`src/rtl/byte_mask_decoder.sv`:
```
// byte_mask_decoder: registered byte-lane mask generator for the cache data path.
// Converts (byte offset, log2 size) into a contiguous byte-enable mask over
// BLOCK_BYTES = 2**OFFSET_W lanes. Accesses that cross the block end are emitted
// as two beats: the head in the current block, then the tail in the next block.
// Optional feature macro: BYTE_MASK_ALIGN_CHECK_EN. When it is defined, misaligned
// requests produce a single error beat instead of a mask.
module byte_mask_decoder #(
  parameter int OFFSET_W = 4,
  parameter int SIZE_W   = 3
) (
  input  logic                     clk,
  input  logic                     reset_n,
  input  logic                     req_valid,
  output logic                     req_ready,
  input  logic [OFFSET_W-1:0]      req_offset,
  input  logic [SIZE_W-1:0]        req_size,
  output logic                     out_valid,
  input  logic                     out_ready,
  output logic [2**OFFSET_W-1:0]   out_mask,
  output logic                     out_second,
  output logic                     out_last,
  output logic                     out_err
);

  localparam int                BLOCK_BYTES = 2**OFFSET_W;
  localparam logic [OFFSET_W:0] BLOCK_END   = (OFFSET_W+1)'(BLOCK_BYTES);

  typedef enum logic {
    IDLE,
    SPLIT
  } state_t;

  state_t                   state;
  logic [OFFSET_W-1:0]      tail_len;   // byte count of the pending tail beat

  logic [OFFSET_W:0]        span;
  logic [OFFSET_W:0]        end_pos;
  logic                     crosses;
  logic                     misaligned;
  logic                     accept;
  logic [BLOCK_BYTES-1:0]   head_mask;
  logic [BLOCK_BYTES-1:0]   tail_mask;

  // A new request is taken only in IDLE, and only when the output register is
  // free or being drained this cycle.
  assign req_ready = reset_n && (state == IDLE) && (!out_valid || out_ready);
  assign accept    = req_valid && req_ready;

  // Span, end position and the head/tail lane masks for the current request.
  always_comb begin
    // NOTE: every variable written here gets a default first, so no path can leave
    // one unassigned and infer a latch.
    span      = BLOCK_END;
    head_mask = '0;
    tail_mask = '0;
    if (int'(req_size) < OFFSET_W) begin
      span = (OFFSET_W+1)'(1) << req_size;
    end
    end_pos = {1'b0, req_offset} + span;
    // The top bit of end_pos is set once the access reaches the block end. The
    // access crosses only if it goes past the end, and the low bits then give
    // the tail length directly.
    crosses = end_pos[OFFSET_W] && (|end_pos[OFFSET_W-1:0]);
    for (int i = 0; i < BLOCK_BYTES; i++) begin
      head_mask[i] = ((OFFSET_W+1)'(i) >= {1'b0, req_offset}) &&
                     ((OFFSET_W+1)'(i) < end_pos);
      tail_mask[i] = (OFFSET_W)'(i) < tail_len;
    end
  end

`ifdef BYTE_MASK_ALIGN_CHECK_EN
  logic [OFFSET_W-1:0] span_low_m1;

  // Aligned means the offset is a multiple of span. For a full-block span the low
  // bits wrap to all ones, so only offset 0 is accepted as aligned.
  assign span_low_m1 = span[OFFSET_W-1:0] - (OFFSET_W)'(1);
  assign misaligned  = |(req_offset & span_low_m1);
`else
  assign misaligned  = 1'b0;
`endif

  // Control FSM with registered beat outputs and synchronous active-low reset.
  always_ff @(posedge clk) begin
    // NOTE: sequential state uses non-blocking assignments only, so every flop
    // samples values from before the edge and simulation matches hardware.
    if (!reset_n) begin
      state      <= IDLE;
      tail_len   <= '0;
      out_valid  <= 1'b0;
      out_mask   <= '0;
      out_second <= 1'b0;
      out_last   <= 1'b0;
      out_err    <= 1'b0;
    end else begin
      case (state)
        IDLE: begin
          if (accept) begin
            out_valid  <= 1'b1;
            out_second <= 1'b0;
            if (misaligned) begin
              out_mask <= '0;
              out_last <= 1'b1;
              out_err  <= 1'b1;
            end else if (crosses) begin
              out_mask <= head_mask;
              out_last <= 1'b0;
              out_err  <= 1'b0;
              tail_len <= end_pos[OFFSET_W-1:0];
              state    <= SPLIT;
            end else begin
              out_mask <= head_mask;
              out_last <= 1'b1;
              out_err  <= 1'b0;
            end
          end else if (out_ready) begin
            out_valid <= 1'b0;
          end
        end
        SPLIT: begin
          // The head beat is showing. Once it is taken, load the tail beat.
          if (out_ready) begin
            out_mask   <= tail_mask;
            out_second <= 1'b1;
            out_last   <= 1'b1;
            out_err    <= 1'b0;
            state      <= IDLE;
          end
        end
        default: state <= IDLE;
      endcase
    end
  end

endmodule

```
`config.mk`:
```
export PLATFORM = sky130hd
export DESIGN_NAME = byte_mask_decoder
export DESIGN_NICKNAME = d
export VERILOG_FILES = /design/src/rtl/byte_mask_decoder.sv
export SDC_FILE = /design/constraint.sdc
export NUM_CORES = 1
export LEC_CHECK = 0
export CORE_MARGIN = 5
export CORE_UTILIZATION = 36
export DETAILED_ROUTE_END_ITERATION = 10
export SLEW_MARGIN = 20
export SYNTH_ARGS = -nofsm -noshare
export SYNTH_HDL_FRONTEND = slang
export SYNTH_SLANG_ARGS = --single-unit
export TNS_END_PERCENT = 20
```
`constraint.sdc`:
```
create_clock -name clk -period 4.15 [get_ports clk]
set_clock_uncertainty 0.05 [all_clocks]
set_input_delay 0.6225 -clock clk [delete_from_list [all_inputs] [get_ports clk]]
set_output_delay 0.6225 -clock clk [all_outputs]
set_load 0.005 [all_outputs]
```
Word-level counts from Yosys, hierarchy flattened --
Index checks and enable logic that the tools add are counted.
Operators by class: $add $sub $neg 1, $mul 0, div/mod/pow operators 0, order comparisons 48, eq/ne operators 2, shift operators 1, multiplexer cells 17, bitwise operators 1, reduce and logical (&&, ||, !) cells 26
Operators with widths (number):
- 4-bit by 5-bit less-than comparator with 1-bit output, first input constant | 8
- 4-bit less-than comparator, first input constant | 8
- 16-bit two-way mux | 2
- 16-bit case mux with 2 select lines | 1
- 4-bit >= comparator, first input constant | 7
- 3-bit by 5-bit less-than comparator with 1-bit output, first input constant | 4
- 1-bit logical AND | 19
- 3-bit by 4-bit >= comparator with 1-bit output, first input constant | 4
- 3-bit by 4-bit less-than comparator with 1-bit output, first input constant | 4
- 1-bit by 5-bit less-than comparator with 1-bit output, first input constant | 2
- 2-bit by 5-bit less-than comparator with 1-bit output, first input constant | 2
- 1-bit two-way mux | 9
- 1-bit by 4-bit >= comparator with 1-bit output, first input constant | 2
- 2-bit by 4-bit >= comparator with 1-bit output, first input constant | 2
- 1-bit by 4-bit less-than comparator with 1-bit output, first input constant | 2
- 2-bit by 4-bit less-than comparator with 1-bit output, first input constant | 2
- 1-bit case mux with 2 select lines | 4
- 4-bit by 5-bit adder with 5-bit output | 1
- 5-bit two-way mux | 1
- 1-bit by 3-bit << shifter with 5-bit output, first input constant | 1
- 2-bit != test, second input constant | 2
- 2-bit AND reduction | 2
- 4-bit OR reduction | 1
- 3-bit less-than comparator, second input constant | 1
- other kinds (5) | 5
Storage, ports and cells: register bits after elaboration 25, latch bits 0, bits in writable memories 0, memory bits (read-only) 0, input port bits 11, logic and storage cells 103, memories kept 0

Logic depth before layout (Yosys ltp) --
depth after elaboration 8, gate-level depth with buffers 10

Least setup slack after synthesis --
No wires, ideal clock.
path kind in2reg, from in req_offset[1], to reg tail_len[0], library setup time 0.117 ns, arrival time 2.513 ns, required time 3.983 ns, slack 1.470 ns, stages 8, path buffers 1, path through clkbuf_1 inv_1 fa_1 nand2b_2 a21oi_4 xor2_4 nand4_4 a32o_1
On the way: cells in the longest elaborated chain, start to end 4
RTL lines:
- start, declared | line 15 | input logic [OFFSET_W-1:0] req_offset,
- 4-bit by 5-bit adder with 5-bit output (*) | line 59 | end_pos = {1'b0, req_offset} + span;
- 4-bit OR reduction | line 63 | crosses = end_pos[OFFSET_W] && (|end_pos[OFFSET_W-1:0]);
- 1-bit logical AND (*) | line 63
- 3-bit AND reduction (no source line) (*)
- end signal, assigned | line 108 | tail_len <= end_pos[OFFSET_W-1:0];
- end, declared | line 34 | logic [OFFSET_W-1:0] tail_len;
Every way passes the cells marked *; elsewhere a longest branch is shown, timed or not. A chain may end at the register's enable or synchronous reset.

Final worst setup path --
from in req_size[2], to reg tail_len[0]
On the way: cells in the longest elaborated chain, start to end 6, elaborated cells between the ends (all ways) 7, those cells by class 1 x add/sub; 1 x order compare; 1 x shift; 1 x mux; 3 x reduce/logical
RTL lines:
- start, declared | line 16 | input logic [SIZE_W-1:0] req_size,
- 3-bit less-than comparator or 1-bit by 3-bit << shifter with 5-bit output (tied branches) | line 56, 57
- 5-bit two-way mux (*) | line 56 | if (int'(req_size) < OFFSET_W) begin
- 4-bit by 5-bit adder with 5-bit output (*) | line 59
- 4-bit OR reduction | line 63
- 1-bit logical AND | line 63
- 3-bit AND reduction (no source line)
Marked as above.

==> summary.md <==
| Metric | Value |
|---|---|
| Status | `completed` |
| Final setup fails | `0` |
| DR vias/cell | `around 5.7` |
| FF-to-FF Start | `state` |
| Mapped cell area | `1560 um2` |
| Crit-path cells | `clkdlybuf4s50_1 -> nor3_1 -> ha_1 -> inv_1 -> fa_1 -> nand2b_2 -> a21oi_4 -> xor2_4 -> nand4_4 -> a32o_1` |
| Hold slack | `~0.42 ns` |
| Total number of vias | `between 1500 and 2000` |
| RSZ-0062 raised after global routing | `no` |
| Antenna violations before repair | `0` |
| Largest net degree at the start of global routing | `24` |
| Worst hold path type | `flip-flop to flip-flop` |
| Synthesis Warnings | `0` |
| Mapped Cells | `roughly 200` |
| CP Class | `input pin to flip-flop` |
| Clk slew on worst S/H paths | `around 0.09 ns` |
| Ant diodes | `0` |
| Post-synth top cells | `dfxtp_1, a21oi_1, o21ai_0` |
| CP required | `roughly 4.3 ns` |
| TritonCTS clock tree | `built` |
| Routed length per instance | `roughly 16 um` |
| Clk buf depth | `2` |
| Final worst-path cycle share | `about 79%` |
| First-pass GRT wire length | `slightly below 7 mm` |
| RD Place Congestion | `a little over 0.8` |
| Gr usage total | `14.2%` |
| Post-synthesis sequential area ratio | `30.7%` |
| H-Tree Level Count | `1` |
| Global route overflow | `0` |
| Fin cells | `271` |
| Area growth from synthesis to layout | `22.8%` |
| Ys async rst share | `0%` |
| Worst path slowest cell | `clkdlybuf4s50_1` |
| CP Launch Point | `req_size[2]` |
| Setup_tns | `0 ns` |
| Hold buffers post-CTS | `0` |
| Inst Count DP | `between 200 and 300` |
| Post-DP HPWL | `approximately 3 mm` |
| Inserted Clock Buffers | `3` |
| Horiz. Die Dim | `75.9 um` |
| Critical Path AT | `3.38 ns` |
| Startpoint types | `input pin` |
| Ys flop type | `dfxtp_1` |
| Nets | `about 240` |
| Avg Inst Size Synth | `7.86 um2` |
| Synth Register Bits | `24` |
| Top cells by area, synth | `dfxtp_1, a21oi_1, o21ai_0` |
| Vias in the first global route | `1416` |
| Slew margin rel. | `between 40% and 50%` |
| P per Cell Area | `around 310 nW/um2` |
| Slew Viols, Final | `0` |
| Crit end category | `flip-flop` |
| Initial cell density of the core | `36.4%` |
| Synth area leader | `dfxtp_1` |
| Core Area | `around 4300 um2` |
| Root buf cell | `clkbuf_8` |
| Leakage | `between 0.6 and 0.7 nW` |
| CP peak stage delay | `0.55 ns` |
| Final Hold Fails | `0` |
| Synth cell types | `between 40 and 50` |
| Post-route minimum period | `between 3 and 4 ns` |
| Most common cell in the netlist | `dfxtp_1` |
| Worst-skew pair later-pin latency | `roughly 0.27 ns` |
| Share of cells above drive strength 1 | `~7.8%` |
| Sink Count | `24` |
| Post-synth top area share | `a little under a third` |
| CP Max Fanout | `17` |
| Final routed DRC violation total | `0` |
| Post-CTS setup buffers | `0` |
| # rows | `24` |
| Post-Route WL | `4.20 mm` |
| EDFF count, synth | `0` |
| Syn nets | `approximately 220` |
| Initial DRC count | `between 100 and 150` |
| Peak supply drop | `approximately 110 uV` |
| Die height | `roughly 76 um` |
| Worst Tran Pin Value | `about 0.84 ns` |
| Fmax | `~0.31 GHz` |
| Post-route ant nets | `0` |
| I/O Buffers | `30` |
| # IOs | `32` |
| Die area | `around 5800 um2` |
| Max Cap Viol | `0` |
| Final core utilization | `between 40% and 50%` |
| Drt pass-1 iters | `4` |
| Hold Startpoint | `out_second` |
| Fillers | `431` |
| Post-CTS sizing | `0` |
==> path summary, 6_finish.rpt <==
kind | endpoint | slack, ns | depth (start not counted)
max | tail_len[0] | 0.89 | 10
min | out_second | 0.42 | 2
max reg2reg | out_mask[12] | 1.75 | 5
min reg2reg | out_second | 0.42 | 2
==> power breakdown <==
part | internal [mW] | switching, mW
clock network | 0.0848 | 0.0782
logic | 0.0784 | 0.0911
registers | 0.250 | 0.0201
total | 0.413 | 0.189
==> critical path, delay by kind of cell <==
| family | cells | cell delay, ns |
|---|---|---|
| adders and majority gates | 2 | 0.61 |
| xor gates and xnor gates | 1 | 0.45 |
| and+or+nand+nor | 3 | 0.62 |
| AOI/OAI and AO/OA | 2 | 0.48 |
| buffers and inverters | 2 | 0.60 |
==> placed cells by master, fill, tap and decap left out, types with 3 or more instances in the layout <==
| master | netlist | final |
|---|---|---|
| clkdlybuf4s50_1 | 0 | 30 |
| dfxtp_1 | 24 | 24 |
| a21oi_1 | 19 | 19 |
| o21ai_0 | 19 | 19 |
| nor2_1 | 15 | 15 |
| nand2_1 | 14 | 14 |
| nor3_1 | 10 | 10 |
| a31oi_1 | 10 | 10 |
| inv_1 | 8 | 8 |
| o21ai_1 | 6 | 6 |
| nand3_1 | 4 | 4 |
| ha_1 | 4 | 4 |
| clkbuf_8 | 0 | 4 |
| and3_1 | 3 | 3 |
| o21a_1 | 3 | 3 |
| o31ai_1 | 3 | 3 |
| o311ai_1 | 3 | 3 |
| a211oi_1 | 3 | 3 |
==> cells by family after synthesis <==
| family | Yosys count | synth area share (%) |
|---|---|---|
| AOI/OAI and AO/OA | 83 | 34.8 |
| xor gates and xnor gates | 3 | 2.88 |
| adders and majority gates | 5 | 4.48 |
| buffers and inverters | 24 | 6.96 |
| DFF | 24 | 30.7 |
| muxes | 2 | 1.28 |
| other | 1 | 0.240 |
| and+or+nand+nor | 57 | 18.6 |
==> layer usage <==
metal / GRT usage, % / routed length, um
met5: 0 / 0
met4: 5.87 / 57
met3: 1.90 / 253
met2: 20.7 / 1860
met1: 20.7 / 2030
==> layout make-up <==
type                    instances  area (um2)  share of cell area, %
multi-input cells             151         975                   50.7
flip-flops and latches         24         480                   25.0
repair buffers                 32         315                   16.4
well taps                      52        65.1                   3.39
clock buffers                   4        55.1                   2.87
inverters                       8        30.0                   1.56
==> sequential cells by signal, indices dropped and copies added, names as in the netlist <==
register / cells
out_mask: 16
tail_len: 4
out_last: 1
out_second: 1
out_valid: 1
state: 1
==> metrics by stage <==
step | power (mW) | setup WS [ns] | instance area (um2)
floorplan | 0.376 | 1.47 | 1560
global placement | 0.443 | 0.641 | 1870
detailed placement | 0.444 | 0.586 | 1870
CTS | 0.604 | 0.864 | 1920
global route | 0.633 | 0.659 | 1920
finish | 0.602 | 0.887 | 1920
(Power assumes the default switching activity.)
